[src/rtl/mc_ctrl_pkg.sv]
// Shared types and encodings for the multi-cycle control unit.
// State codes, opcode constants, ALU/PC select encodings and the bundled
// control-output struct used inside mc_control_unit.
package mc_ctrl_pkg;

    typedef enum logic [3:0] {
        S_FETCH  = 4'd0,
        S_DECODE = 4'd1,
        S_MEMADR = 4'd2,
        S_MEMRD  = 4'd3,
        S_MEMWB  = 4'd4,
        S_MEMWR  = 4'd5,
        S_EXEC   = 4'd6,
        S_ALUWB  = 4'd7,
        S_BRANCH = 4'd8,
        S_JUMP   = 4'd9,
        S_JR     = 4'd10,
        S_LUI    = 4'd11,
        S_TRAP   = 4'd12
    } state_t;

    localparam logic [5:0] OP_RTYPE = 6'b000000;
    localparam logic [5:0] OP_J     = 6'b000010;
    localparam logic [5:0] OP_JAL   = 6'b000011;
    localparam logic [5:0] OP_BEQ   = 6'b000100;
    localparam logic [5:0] OP_JR    = 6'b001000;
    localparam logic [5:0] OP_LUI   = 6'b001111;
    localparam logic [5:0] OP_LB    = 6'b100000;
    localparam logic [5:0] OP_LH    = 6'b100001;
    localparam logic [5:0] OP_LW    = 6'b100011;
    localparam logic [5:0] OP_LBU   = 6'b100100;
    localparam logic [5:0] OP_LHU   = 6'b100101;
    localparam logic [5:0] OP_SB    = 6'b101000;
    localparam logic [5:0] OP_SH    = 6'b101001;
    localparam logic [5:0] OP_SW    = 6'b101011;

    localparam logic [1:0] ALUOP_ADD   = 2'b00;
    localparam logic [1:0] ALUOP_SUB   = 2'b01;
    localparam logic [1:0] ALUOP_FUNCT = 2'b10;

    localparam logic [1:0] PC_SEQ    = 2'b00;
    localparam logic [1:0] PC_BRANCH = 2'b01;
    localparam logic [1:0] PC_JUMP   = 2'b10;
    localparam logic [1:0] PC_JR     = 2'b11;

    localparam logic [1:0] LDC_WORD  = 2'b10;
    localparam logic [1:0] LDC_HALF  = 2'b01;
    localparam logic [1:0] LDC_BYTE  = 2'b00;
    localparam logic [1:0] STC_BYTE  = 2'b10;
    localparam logic [1:0] STC_HALF  = 2'b01;
    localparam logic [1:0] STC_WORD  = 2'b00;

    typedef struct packed {
        logic       pc_write;
        logic       ir_write;
        logic       iord;
        logic       memread;
        logic       memwrite;
        logic       memtoreg;
        logic       regwrite;
        logic       regdest;
        logic       alusrc_a;
        logic       lui_control;
        logic       jal_control;
        logic       extend;
        logic [1:0] alusrc_b;
        logic [1:0] aluop;
        logic [1:0] pc_src;
        logic [1:0] store_control;
        logic [1:0] load_control;
    } ctrl_t;

    // States that wait on mem_ready and are guarded by the timeout counter
    function automatic logic is_wait_state(state_t s);
        return (s == S_FETCH) || (s == S_MEMRD) || (s == S_MEMWR);
    endfunction

    // States in which the load/store size and extend selects are driven
    function automatic logic is_mem_window(state_t s);
        return (s == S_MEMADR) || (s == S_MEMRD) || (s == S_MEMWB) || (s == S_MEMWR);
    endfunction

endpackage

[src/rtl/mc_ctrl_decode.sv]
// Combinational opcode classifier for mc_control_unit.
// Sub-word loads/stores (lb, lbu, lh, lhu, sb, sh) are only recognised when
// MC_CTRL_SUBWORD_EN is defined; otherwise they classify as illegal and the
// size selects are fixed at word load / no sub-word store.
module mc_ctrl_decode
    import mc_ctrl_pkg::*;
(
    input  logic [5:0] op,
    output logic       is_load,
    output logic       is_store,
    output logic       is_rtype,
    output logic       is_beq,
    output logic       is_j,
    output logic       is_jal,
    output logic       is_jr,
    output logic       is_lui,
    output logic       is_illegal,
    output logic [1:0] load_size,
    output logic [1:0] store_size,
    output logic       ext
);

    // Instruction class and sign/zero extend select
    always_comb begin
        is_load    = 1'b0;
        is_store   = 1'b0;
        is_rtype   = 1'b0;
        is_beq     = 1'b0;
        is_j       = 1'b0;
        is_jal     = 1'b0;
        is_jr      = 1'b0;
        is_lui     = 1'b0;
        is_illegal = 1'b0;
        ext        = 1'b0;
        case (op)
            OP_LW:    begin is_load  = 1'b1; ext = 1'b1; end
            OP_SW:    begin is_store = 1'b1; ext = 1'b1; end
`ifdef MC_CTRL_SUBWORD_EN
            OP_LB:    is_load = 1'b1;
            OP_LH:    is_load = 1'b1;
            OP_LBU:   begin is_load  = 1'b1; ext = 1'b1; end
            OP_LHU:   begin is_load  = 1'b1; ext = 1'b1; end
            OP_SB:    begin is_store = 1'b1; ext = 1'b1; end
            OP_SH:    begin is_store = 1'b1; ext = 1'b1; end
`endif
            OP_RTYPE: is_rtype = 1'b1;
            OP_BEQ:   is_beq   = 1'b1;
            OP_J:     is_j     = 1'b1;
            OP_JAL:   begin is_j = 1'b1; is_jal = 1'b1; end
            OP_JR:    is_jr    = 1'b1;
            OP_LUI:   is_lui   = 1'b1;
            default:  is_illegal = 1'b1;
        endcase
    end

`ifdef MC_CTRL_SUBWORD_EN
    // Access size selects for the load/store datapath
    always_comb begin
        load_size  = LDC_BYTE;
        store_size = STC_WORD;
        case (op)
            OP_LW:         load_size  = LDC_WORD;
            OP_LH, OP_LHU: load_size  = LDC_HALF;
            OP_SB:         store_size = STC_BYTE;
            OP_SH:         store_size = STC_HALF;
            default:       ;
        endcase
    end
`else
    // Word-only build: sizes are constant
    assign load_size  = LDC_WORD;
    assign store_size = STC_WORD;
`endif

endmodule

[src/rtl/mc_control_unit.sv]
// Multi-cycle MIPS-style control unit: Moore FSM over FETCH..TRAP with a
// memory-wait timeout trap and a sticky illegal-opcode trap.
// Optional sub-word load/store support: MC_CTRL_SUBWORD_EN (see mc_ctrl_decode).
// Outputs stay 0 for the whole cycle in which reset is released; the FSM
// starts running (and FETCH outputs appear) from the next cycle.
module mc_control_unit
    import mc_ctrl_pkg::*;
#(
    parameter int TIMEOUT = 16,
    parameter int CNT_W   = $clog2(TIMEOUT + 1)
) (
    input  logic       clk,
    input  logic       rst_n,
    input  logic [5:0] opcode,
    input  logic       mem_ready,
    input  logic       zero,
    output logic       pc_write,
    output logic       ir_write,
    output logic       iord,
    output logic       memread,
    output logic       memwrite,
    output logic       memtoreg,
    output logic       regwrite,
    output logic       regdest,
    output logic       alusrc_a,
    output logic       lui_control,
    output logic       jal_control,
    output logic       extend,
    output logic [1:0] alusrc_b,
    output logic [1:0] aluop,
    output logic [1:0] pc_src,
    output logic [1:0] store_control,
    output logic [1:0] load_control,
    output logic [3:0] state,
    output logic       illegal,
    output logic       timeout
);

    state_t           state_q, state_d;
    logic [5:0]       op_q;
    logic [CNT_W-1:0] wait_cnt;
    logic             run_q;
    logic             illegal_q, timeout_q;
    ctrl_t            c;

    logic             d_load, d_store, d_rtype, d_beq, d_j, d_jal, d_jr, d_lui, d_ill, d_ext;
    logic [1:0]       d_lsize, d_ssize;

    // The live opcode is only meaningful in DECODE; afterwards the latched copy drives decode
    logic [5:0] dec_op;
    assign dec_op = (state_q == S_DECODE) ? opcode : op_q;

    mc_ctrl_decode u_dec (
        .op         (dec_op),
        .is_load    (d_load),
        .is_store   (d_store),
        .is_rtype   (d_rtype),
        .is_beq     (d_beq),
        .is_j       (d_j),
        .is_jal     (d_jal),
        .is_jr      (d_jr),
        .is_lui     (d_lui),
        .is_illegal (d_ill),
        .load_size  (d_lsize),
        .store_size (d_ssize),
        .ext        (d_ext)
    );

    // Last waiting cycle of an access that still has no mem_ready
    logic expired;
    assign expired = is_wait_state(state_q) && !mem_ready
                     && (wait_cnt == CNT_W'(TIMEOUT - 1));

    // State register; FSM is held for the first cycle after reset release
    always_ff @(posedge clk or negedge rst_n) begin
        if (!rst_n) begin
            state_q <= S_FETCH;
            run_q   <= 1'b0;
        end else begin
            run_q <= 1'b1;
            if (run_q) state_q <= state_d;
        end
    end

    // Opcode latch, wait counter and sticky trap flags
    always_ff @(posedge clk or negedge rst_n) begin
        if (!rst_n) begin
            op_q      <= '0;
            wait_cnt  <= '0;
            illegal_q <= 1'b0;
            timeout_q <= 1'b0;
        end else if (run_q) begin
            if (state_q == S_DECODE) op_q <= opcode;
            if (state_d != state_q)
                wait_cnt <= '0;
            else if (is_wait_state(state_q) && !mem_ready)
                wait_cnt <= wait_cnt + CNT_W'(1);
            if (state_q == S_DECODE && d_ill) illegal_q <= 1'b1;
            if (expired) timeout_q <= 1'b1;
        end
    end

    // Next-state logic
    always_comb begin
        state_d = state_q;
        case (state_q)
            S_FETCH:  if (mem_ready) state_d = S_DECODE;
                      else if (expired) state_d = S_TRAP;
            S_DECODE: begin
                if (d_load || d_store) state_d = S_MEMADR;
                else if (d_rtype)      state_d = S_EXEC;
                else if (d_beq)        state_d = S_BRANCH;
                else if (d_j)          state_d = S_JUMP;
                else if (d_jr)         state_d = S_JR;
                else if (d_lui)        state_d = S_LUI;
                else                   state_d = S_TRAP;
            end
            S_MEMADR: state_d = d_load ? S_MEMRD : S_MEMWR;
            S_MEMRD:  if (mem_ready) state_d = S_MEMWB;
                      else if (expired) state_d = S_TRAP;
            S_MEMWR:  if (mem_ready) state_d = S_FETCH;
                      else if (expired) state_d = S_TRAP;
            S_EXEC:   state_d = S_ALUWB;
            S_MEMWB, S_ALUWB, S_BRANCH, S_JUMP, S_JR, S_LUI:
                      state_d = S_FETCH;
            S_TRAP:   state_d = S_TRAP;
            default:  state_d = S_TRAP;
        endcase
    end

    // Output decode from state and latched opcode; all zero until running
    always_comb begin
        c = '0;
        case (state_q)
            S_FETCH: begin
                c.memread  = 1'b1;
                c.alusrc_b = 2'b01;
                c.aluop    = ALUOP_ADD;
                if (mem_ready) begin
                    c.ir_write = 1'b1;
                    c.pc_write = 1'b1;
                    c.pc_src   = PC_SEQ;
                end
            end
            S_DECODE: begin
                c.alusrc_b = 2'b11;
                c.aluop    = ALUOP_ADD;
            end
            S_MEMADR: begin
                c.alusrc_a = 1'b1;
                c.alusrc_b = 2'b10;
                c.aluop    = ALUOP_ADD;
            end
            S_MEMRD:  begin c.memread  = 1'b1; c.iord = 1'b1; end
            S_MEMWB:  begin c.regwrite = 1'b1; c.memtoreg = 1'b1; end
            S_MEMWR:  begin c.memwrite = 1'b1; c.iord = 1'b1; end
            S_EXEC: begin
                c.alusrc_a = 1'b1;
                c.alusrc_b = 2'b00;
                c.aluop    = ALUOP_FUNCT;
            end
            S_ALUWB:  begin c.regwrite = 1'b1; c.regdest = 1'b1; end
            S_BRANCH: begin
                c.alusrc_a = 1'b1;
                c.alusrc_b = 2'b00;
                c.aluop    = ALUOP_SUB;
                c.pc_src   = PC_BRANCH;
                c.pc_write = zero;
            end
            S_JUMP: begin
                c.pc_src   = PC_JUMP;
                c.pc_write = 1'b1;
                if (d_jal) begin
                    c.jal_control = 1'b1;
                    c.regwrite    = 1'b1;
                end
            end
            S_JR:     begin c.pc_src = PC_JR; c.pc_write = 1'b1; end
            S_LUI:    begin c.lui_control = 1'b1; c.regwrite = 1'b1; end
            default:  ;
        endcase
        if (is_mem_window(state_q)) begin
            c.extend        = d_ext;
            c.load_control  = d_lsize;
            c.store_control = d_ssize;
        end
        if (!run_q) c = '0;
    end

    assign pc_write      = c.pc_write;
    assign ir_write      = c.ir_write;
    assign iord          = c.iord;
    assign memread       = c.memread;
    assign memwrite      = c.memwrite;
    assign memtoreg      = c.memtoreg;
    assign regwrite      = c.regwrite;
    assign regdest       = c.regdest;
    assign alusrc_a      = c.alusrc_a;
    assign lui_control   = c.lui_control;
    assign jal_control   = c.jal_control;
    assign extend        = c.extend;
    assign alusrc_b      = c.alusrc_b;
    assign aluop         = c.aluop;
    assign pc_src        = c.pc_src;
    assign store_control = c.store_control;
    assign load_control  = c.load_control;
    assign state         = state_q;
    assign illegal       = illegal_q;
    assign timeout       = timeout_q;

endmodule

[config.mk]
export PLATFORM = sky130hd
export DESIGN_NAME = mc_control_unit
export DESIGN_NICKNAME = d
export VERILOG_FILES = /design/src/rtl/mc_ctrl_pkg.sv /design/src/rtl/mc_ctrl_decode.sv /design/src/rtl/mc_control_unit.sv
export SDC_FILE = /design/constraint.sdc
export NUM_CORES = 1
export LEC_CHECK = 0
export ABC_CLOCK_PERIOD_IN_PS = 6200
export CAP_MARGIN = 15
export CELL_PAD_IN_SITES_DETAIL_PLACEMENT = 2
export CELL_PAD_IN_SITES_GLOBAL_PLACEMENT = 2
export CORE_ASPECT_RATIO = 1.2
export CORE_MARGIN = 3
export CORE_UTILIZATION = 31
export DETAILED_ROUTE_END_ITERATION = 10
export PLACE_DENSITY = 0.81
export SETUP_SLACK_MARGIN = 0.15
export SKIP_LAST_GASP = 1
export SYNTH_ARGS = -nofsm -noshare
export SYNTH_HDL_FRONTEND = slang
export SYNTH_SLANG_ARGS = --single-unit
[constraint.sdc]
create_clock -name clk -period 6.2 [get_ports clk]
set_clock_uncertainty 0.05 [all_clocks]
set_input_delay 1.24 -clock clk [delete_from_list [all_inputs] [get_ports clk]]
set_output_delay 1.24 -clock clk [all_outputs]
set_load 0.01 [all_outputs]
# Word level (Yosys, flattened, before mapping)
# Cells that the tools add are included.
# classes
n_mul	0
add_sub_neg	1
n_shift	0
eq_ne	20
muxes	43
order_cmp	0
reduce_logical	25
div	0
bitwise	0
# ops
operator	count
4-bit case mux with 7 select lines	1
4-bit two-way mux	6
22-bit two-way mux	1
1-bit two-way mux	21
4-bit case mux with 5 select lines	1
4-bit by 3-bit equality test with 1-bit output, second input constant	4
4-bit equality test, second input constant	4
3-bit two-way mux	5
6-bit by 2-bit equality test with 1-bit output, second input constant	2
6-bit by 4-bit equality test with 1-bit output, second input constant	2
6-bit equality test, second input constant	2
5-bit two-way mux	2
2-bit OR reduction	5
4-bit by 2-bit equality test with 1-bit output, second input constant	2
8-bit OR reduction	1
6-bit by 3-bit equality test with 1-bit output, second input constant	1
6-bit logical NOT	1
1-bit logical OR	6
6-bit two-way mux	1
2-bit case mux with 3 select lines	1
2-bit AND reduction	3
3-bit OR reduction	2
6-bit OR reduction	1
5-bit by 1-bit adder with 5-bit output, second input constant	1
other kinds (10)	13
# word_totals
ram_bits	0
latch_bits	0
romBits	0
mem_count	0
ff_bits	18

# Logic depth before layout (Yosys ltp)
# Gate-level depths: netlist of the first run.
# depth
depth_word	14
depth_mapped	10
mapped_depth_nobuf	9

# Modules after synthesis
# Synthesis of the first run repeated with hierarchy kept, for this count alone.
# unflattened
hier_cells	204
hier_area_um2	1660.3
# by_module_without_submodules
module	cells_each	area_each_um2	instances
mc_control_unit	175	1482.7	1
mc_ctrl_decode	29	177.7	1

# Least setup slack after synthesis of the first run
# OpenSTA, ideal clock, no wires.
# synth_timing
path_type	in2out
start	in opcode[2]
end	out extend
arrival_time_ns	1.790
required_ns	4.910
stages	4
n_path_buf	0
slack_ns	3.120
cell_sequence	nand4b_1 > nor2_1 > a22oi_1 > nor2b_1
# synth_via
elab_chain_len	6
# synth_rtl
item	line_no	source
start, declared	mc_control_unit.sv:14	input logic [5:0] opcode,
6-bit two-way mux (*)	--	
6-bit equality test	mc_ctrl_decode.sv:35	case (op)
2-bit OR reduction (no line) (*)	--	
1-bit two-way mux (*)	mc_ctrl_decode.sv:35	
1-bit two-way mux (*)	mc_control_unit.sv:182	if (is_mem_window(state_q)) begin
22-bit two-way mux (*)	mc_control_unit.sv:187	if (!run_q) c = '0;
end, declared	mc_control_unit.sv:28	output logic extend,
# Every way passes the cells marked *; elsewhere a longest branch is shown, timed or not.

# Worst setup path in the final report of the first run
# Same ends and word-level chain as after synthesis.

==> results_dict.tcl, run 1 <==
set metrics [dict create \
    required_ps 4910 \
    grt_pass1_wl_um 8135 \
    async_flop_share_pct 100.0 \
    avgSynthCellArea_um2 8.493 \
    drv_slew 0 \
    fin_ws_ps 1917 \
    cts_buffers 3 \
    setup_viol 0 \
    max-slew-margin-rel_pct 29.61 \
    internal_power_uw 403.1 \
    irDropWorstVdd_mv 0.1338 \
    worst_r2r_endpoint "wait_cnt[0]" \
    synthAdderAreaFrac_pct 1.646 \
    rsz0062_at_grt "no" \
    initial_core_util_pct 32.61 \
    sw_frac_of_total_pct 45.45 \
    ys_ff_latch 18 \
    path_max_fanout 7 \
    setup_tns_ps 0 \
    p_seq_share_pct 34.2 \
    tightest_slew_ps 1056 \
    min_from "timeout" \
    via_count 1490 \
    grt.overflow.total 0 \
    ys_warn_count 0 \
    grt_max_degree 30 \
    fin_crit_ps 4283 \
    worst-setup-path-type "input port to primary output" \
    die_w_um 69.93 \
    coreArea_um2 4662 \
    cts_resized 0 \
    wl_um 4882 \
    syn-instance-count 179 \
    fin_nets 217 \
    syn-cell-area_um2 1520 \
    synth_top_family_by_area "simple AND/OR/NAND/NOR gates" \
    fin_crit_sh_pct 69.08 \
    power_density_nw_per_um2 389.1 \
    postCtsHoldBufs 0 \
    dieArea_um2 5784 \
    antenna_found_initial 0 \
    clk_pin_slew_ps 70 \
    outcome "finished clean" \
    clock-sinks 18 \
    clockPowerShare_pct 13.2 \
    placementRows 27 \
    worst_hold_slack_ps 410.6 \
    startpoint_type "input port" \
    die_y_um 82.71 \
    critPathCaptureType "primary output" \
    critPathArrivalTime_ps 2990 \
    place_hpwl_um 3592 \
    final_core_util_pct 40.74 \
    timing.rr.start "wait_cnt[0]" \
    cts_tree "done" \
    vias_per_cell 5.687 \
    fmax_ghz 0.2335 \
    gr-usage-all-layers_pct 17.53 \
    drc_errors 0 \
    cts_max_level 1 \
    synth_edf_count 0 \
    rr_worst_depth 9 \
    antenna_left 0 \
    hold_path_class "flop to flop" \
    grt_pass1_vias 1582 \
    min_path_cells 1 \
    nFillCells 540 \
    drive_gt1_share_pct 9.314 \
    regArea_um2 450.4 \
    post_cts_buffers 0 \
    yosys.area_share.simple_pct 29.30 \
    clk_path_buf_depth 2 \
    p_switching_uw 335.8 \
    port_buffers 34 \
    synth_compound_area_share_pct 23.05 \
    final_cell_area_um2 1899 \
    final_common_cell "clkdlybuf4s50_1" \
    wire_per_inst_um 18.63 \
    first_pass_iters 4 \
    hold_end "timeout" \
    mostFrequentLayoutCells "34 x clkdlybuf4s50_1, 19 x nor2_1, 18 x dfrtp_1, 11 x nand2_1, 10 x nor3_1" \
    cts_root_buf "clkbuf_8" \
    hold_viol 0 \
    place_area_um2 1844 \
    clk_latency_ps 250 \
    p_leak_nw 0.7417 \
    yosysUniqueCellTypes 57 \
    synth.area.mux_share_pct 5.103 \
    dp_slack_ps 1954 \
    n_antenna_cell 0 \
    gp_congestion 0.7809 \
    multi_input_area_um2 947.2 \
    synthFlopType "dfrtp_1" \
    drt-initial-drc-count 79 \
    synthXorXnorAreaFrac_pct 2.222 \
    r2r_setup_slack_ps 3310 \
    combPwrFrac_pct 52.7 \
    io_pins 38 \
    syn2layout_area_growth_pct 24.94 \
    maxCapViolCount 0 \
    ys_seq_area_share_pct 29.63 \
]
layout make-up:
type / instances / share of cell area (%)
timing repair buffer: 34 / 17.92
sequential: 18 / 23.72
clock buffer: 4 / 2.899
multi-input combinational: 139 / 49.87
tap: 58 / 3.821
inverter: 9 / 1.779
kinds of logic (layout without fill, tap and decap cells):
group	Yosys count	after routing
buffers and inverters	24	47
flip-flops	18	18
AND/OR/NAND/NOR	75	75
AO/OA/AOI/OAI	48	48
multiplexers	7	7
adder cells (fa/ha/maj)	2	2
XOR/XNOR	3	3
other	2	4
power by group through the flow:
| stage | combinational, mW | sequential, mW | clock [mW] |
|---|---|---|---|
| 6_report | 0.389 | 0.252 | 0.0973 |
| 5_1_grt | 0.432 | 0.264 | 0.107 |
| 4_1_cts | 0.393 | 0.250 | 0.103 |
| 3_5_place_dp | 0.390 | 0.253 | 0 |
| 3_3_place_gp | 0.380 | 0.247 | 0 |
| 2_1_floorplan | 0.328 | 0.187 | 0 |
synth_stat cells (3+ instances only):
| cell | instances | area share (%) |
|---|---|---|
| inv_1 | 9 | 2.2 |
| nand2_1 | 11 | 2.7 |
| buf_4 | 4 | 2.0 |
| buf_6 | 3 | 2.2 |
| nor2b_1 | 3 | 1.2 |
| nand2b_1 | 3 | 1.2 |
| nand3_1 | 3 | 0.99 |
| a31oi_1 | 3 | 1.2 |
| o21ai_0 | 6 | 2.0 |
| and3_1 | 5 | 2.1 |
| mux2_2 | 6 | 4.4 |
| a21oi_1 | 9 | 3.0 |
| o21ai_1 | 4 | 1.3 |
| dfrtp_1 | 18 | 30 |
| a32oi_1 | 3 | 1.7 |
| nor2_1 | 19 | 4.7 |
| clkbuf_1 | 5 | 1.2 |
| nor4_1 | 3 | 1.2 |
| o211ai_1 | 4 | 2.0 |
| nor3_1 | 10 | 3.3 |
layer usage:
metal,routed length [um],track usage (%),part of all wire [%],vias to the layer above
met3,110,1.816,2.3,7
met2,2572,33.18,53,23
met4,65,4.406,1.3,0
met5,0,0,0,-
met1,2135,21.33,44,753
li1,-,-,-,707
flip-flops by register name (all words and copies together) (netlist names):
signal,cells
op_q,6
timeout,1
state,4
illegal,1
wait_cnt,5
run_q,1
metrics by stage:
stage	cells	total power, mW
final	262	0.7390
after global routing	262	0.8035
after CTS	262	0.7466
after detailed placement	258	0.6426
after global placement	258	0.6267
after floorplan	181	0.5146
critical path, cell delays in order:
cell and delay, ps:
clkdlybuf4s50_1 550, nand4b_1 320, nor2_1 140, a22oi_1 70
nor2b_1 130, clkdlybuf4s50_1 550
worst max-delay path by stage:
stage	from	endpoint	depth (start not counted)
2_1_floorplan	opcode[2]	extend	4
3_3_place_gp	mem_ready	pc_write	6
3_5_place_dp	mem_ready	pc_write	6
4_1_cts	opcode[2]	extend	6
5_1_grt	state[1]	regwrite	7
6_report	opcode[2]	extend	6
No activity file was read; power rests on OpenSTA's default activity.
==> run 2, diff against run 1 <==
--- a/config.mk
+++ b/config.mk
@@ -5,15 +5,15 @@
 export SDC_FILE = /design/constraint.sdc
 export NUM_CORES = 1
 export LEC_CHECK = 0
-export ABC_CLOCK_PERIOD_IN_PS = 6200
+export ABC_CLOCK_PERIOD_IN_PS = 3910
 export CAP_MARGIN = 15
 export CELL_PAD_IN_SITES_DETAIL_PLACEMENT = 2
 export CELL_PAD_IN_SITES_GLOBAL_PLACEMENT = 2
 export CORE_ASPECT_RATIO = 1.2
 export CORE_MARGIN = 3
-export CORE_UTILIZATION = 31
+export CORE_UTILIZATION = 26
 export DETAILED_ROUTE_END_ITERATION = 10
-export PLACE_DENSITY = 0.81
+export PLACE_DENSITY = 0.72
 export SETUP_SLACK_MARGIN = 0.15
 export SKIP_LAST_GASP = 1
 export SYNTH_ARGS = -nofsm -noshare
==> constraint.sdc (replaced) <==
create_clock -name clk -period 3.91 [get_ports clk]
set_clock_uncertainty 0.05 [all_clocks]
set_input_delay 0.782 -clock clk [delete_from_list [all_inputs] [get_ports clk]]
set_output_delay 0.782 -clock clk [all_outputs]
set_load 0.01 [all_outputs]
==> results_dict.tcl, run 2 (same netlist as run 1, synthesis figures left out) <==
set metrics [dict create \
    combPwrFrac_pct 61.4 \
    fin_crit_ps 3353 \
    grt_max_degree 29 \
    cts_max_level 1 \
    drive_gt1_share_pct 11.48 \
    nFillCells 619 \
    final_core_util_pct 35.78 \
    hold_path_class "flop to flop" \
    power_density_nw_per_um2 611.7 \
    clockPowerShare_pct 13.0 \
    coreArea_um2 5479 \
    path_max_fanout 10 \
    fin_ws_ps 556.9 \
    worst-setup-path-type "flop to primary output" \
    largest_register_ffs 6 \
    cts_root_buf "clkbuf_8" \
    drv_slew 0 \
    cts_buffers 3 \
    slowest_delay_ps 620 \
    critPathCaptureType "primary output" \
    path_common_cell "o21ai_0" \
    required_ps 3080 \
    regMostFlops "op_q" \
    sw_frac_of_total_pct 44.81 \
    n_antenna_cell 0 \
    worst_hold_slack_ps 421.9 \
    clk_latency_ps 250 \
    post_cts_buffers 0 \
    rsz0062_at_grt "no" \
    mostFrequentLayoutCells "34 x clkdlybuf4s50_1, 19 x nor2_1, 18 x dfrtp_1, 11 x nand2_1, 10 x nor3_1" \
    dp_cells 282 \
    port_buffers 34 \
    first_pass_iters 4 \
    drt-initial-drc-count 57 \
    grt_pass1_vias 1677 \
    fin_crit_sh_pct 85.76 \
    antenna_found_initial 0 \
    clk_path_buf_depth 2 \
    outcome "finished clean" \
    setup_tns_ps 0 \
    cts_resized 0 \
    slowest_stage "dfrtp_1" \
    wire_per_inst_um 17.71 \
    p_leak_nw 0.7661 \
    wl_um 5066 \
    setup_viol 0 \
    fin_cells 286 \
    placementRows 29 \
    final_cell_area_um2 1961 \
    critPathArrivalTime_ps 2520 \
    antenna_left 0 \
    grt_pass1_wl_um 8618 \
    maxCapViolCount 0 \
    p_seq_share_pct 25.7 \
    postCtsHoldBufs 0 \
    dp_slack_ps 584.8 \
    final_common_cell "clkdlybuf4s50_1" \
    io_pins 38 \
    via_count 1510 \
    hold_viol 0 \
    die_w_um 75.81 \
    startpoint_type "flop" \
    place_hpwl_um 3837 \
    max-slew-margin-rel_pct 44.31 \
    fmax_ghz 0.2982 \
    die_y_um 89.77 \
    gp_congestion 0.8200 \
    internal_power_uw 661.9 \
    clk_pin_slew_ps 70 \
    irDropWorstVdd_mv 0.2256 \
    finalPower_mw 1.199 \
    dieArea_um2 6805 \
    drc_errors 0 \
    p_switching_uw 537.5 \
    tightest_slew_ps 832.8 \
    cp_cell_sequence "nor4b_4 > nor4_1 > o21ai_0 > o21ai_0 > a32oi_1 > nor2_1 > clkdlybuf4s50_1" \
    gr-usage-all-layers_pct 15.89 \
    initial_core_util_pct 27.75 \
    cts_tree "done" \
    syn2layout_area_growth_pct 28.97 \
    place_area_um2 1906 \
    clock-sinks 18 \
    grt.overflow.total 0 \
    vias_per_cell 5.280 \
    fin_nets 222 \
]
## run 2: changes by cell type in the layout (fill, tap and decap cells not counted)
cell   change
buf_4      +5
## run 2: area by class of cell
type / count / area (um2) / area share (%)
Inverter: 9 / 33.78 / 1.723
Tap cell: 77 / 96.34 / 4.914
Timing Repair Buffer: 39 / 377.9 / 19.27
Clock buffer: 4 / 55.05 / 2.808
Multi-Input combinational cell: 139 / 947.2 / 48.31
Sequential cell: 18 / 450.4 / 22.97
## run 2: per-layer routing
| layer | track usage (%) | up-vias | part of all wire [%] |
|---|---|---|---|
| li1 | - | 711 | - |
| met1 | 20.73 | 756 | 46 |
| met2 | 26.00 | 35 | 49 |
| met3 | 1.897 | 8 | 3.3 |
| met4 | 5.977 | 0 | 1.9 |
| met5 | 0 | - | 0 |
## run 2: power by group through the flow
| stage | registers, mW | clock network (mW) | logic, mW |
|---|---|---|---|
| 4_1_cts | 0.309 | 0.161 | 0.744 |
| 2_1_floorplan | 0.296 | 0 | 0.520 |
| 5_1_grt | 0.318 | 0.173 | 0.823 |
| 3_5_place_dp | 0.313 | 0 | 0.740 |
| 3_3_place_gp | 0.306 | 0 | 0.722 |
| 6_report | 0.308 | 0.156 | 0.736 |
## run 2: worst paths after layout
path	startpoint	to	slack, ps	cells past startpoint
setup / recovery	state[2]	regwrite	560	7
min in group asynchronous	rst_n	wait_cnt[3]	950	1
hold reg to reg	timeout	timeout	420	1
max in group asynchronous	rst_n	state[1]	2340	1
hold / removal	timeout	timeout	420	1
setup reg to reg	wait_cnt[0]	wait_cnt[3]	1130	9
## run 2: worst max-delay path, delay by kind of cell (launching register included)
kind,cells,cell delay [ps]
and+or+nand+nor,3,710
DFF,1,620
AOI/OAI and AO/OA,3,380
buffers and inverters,1,550
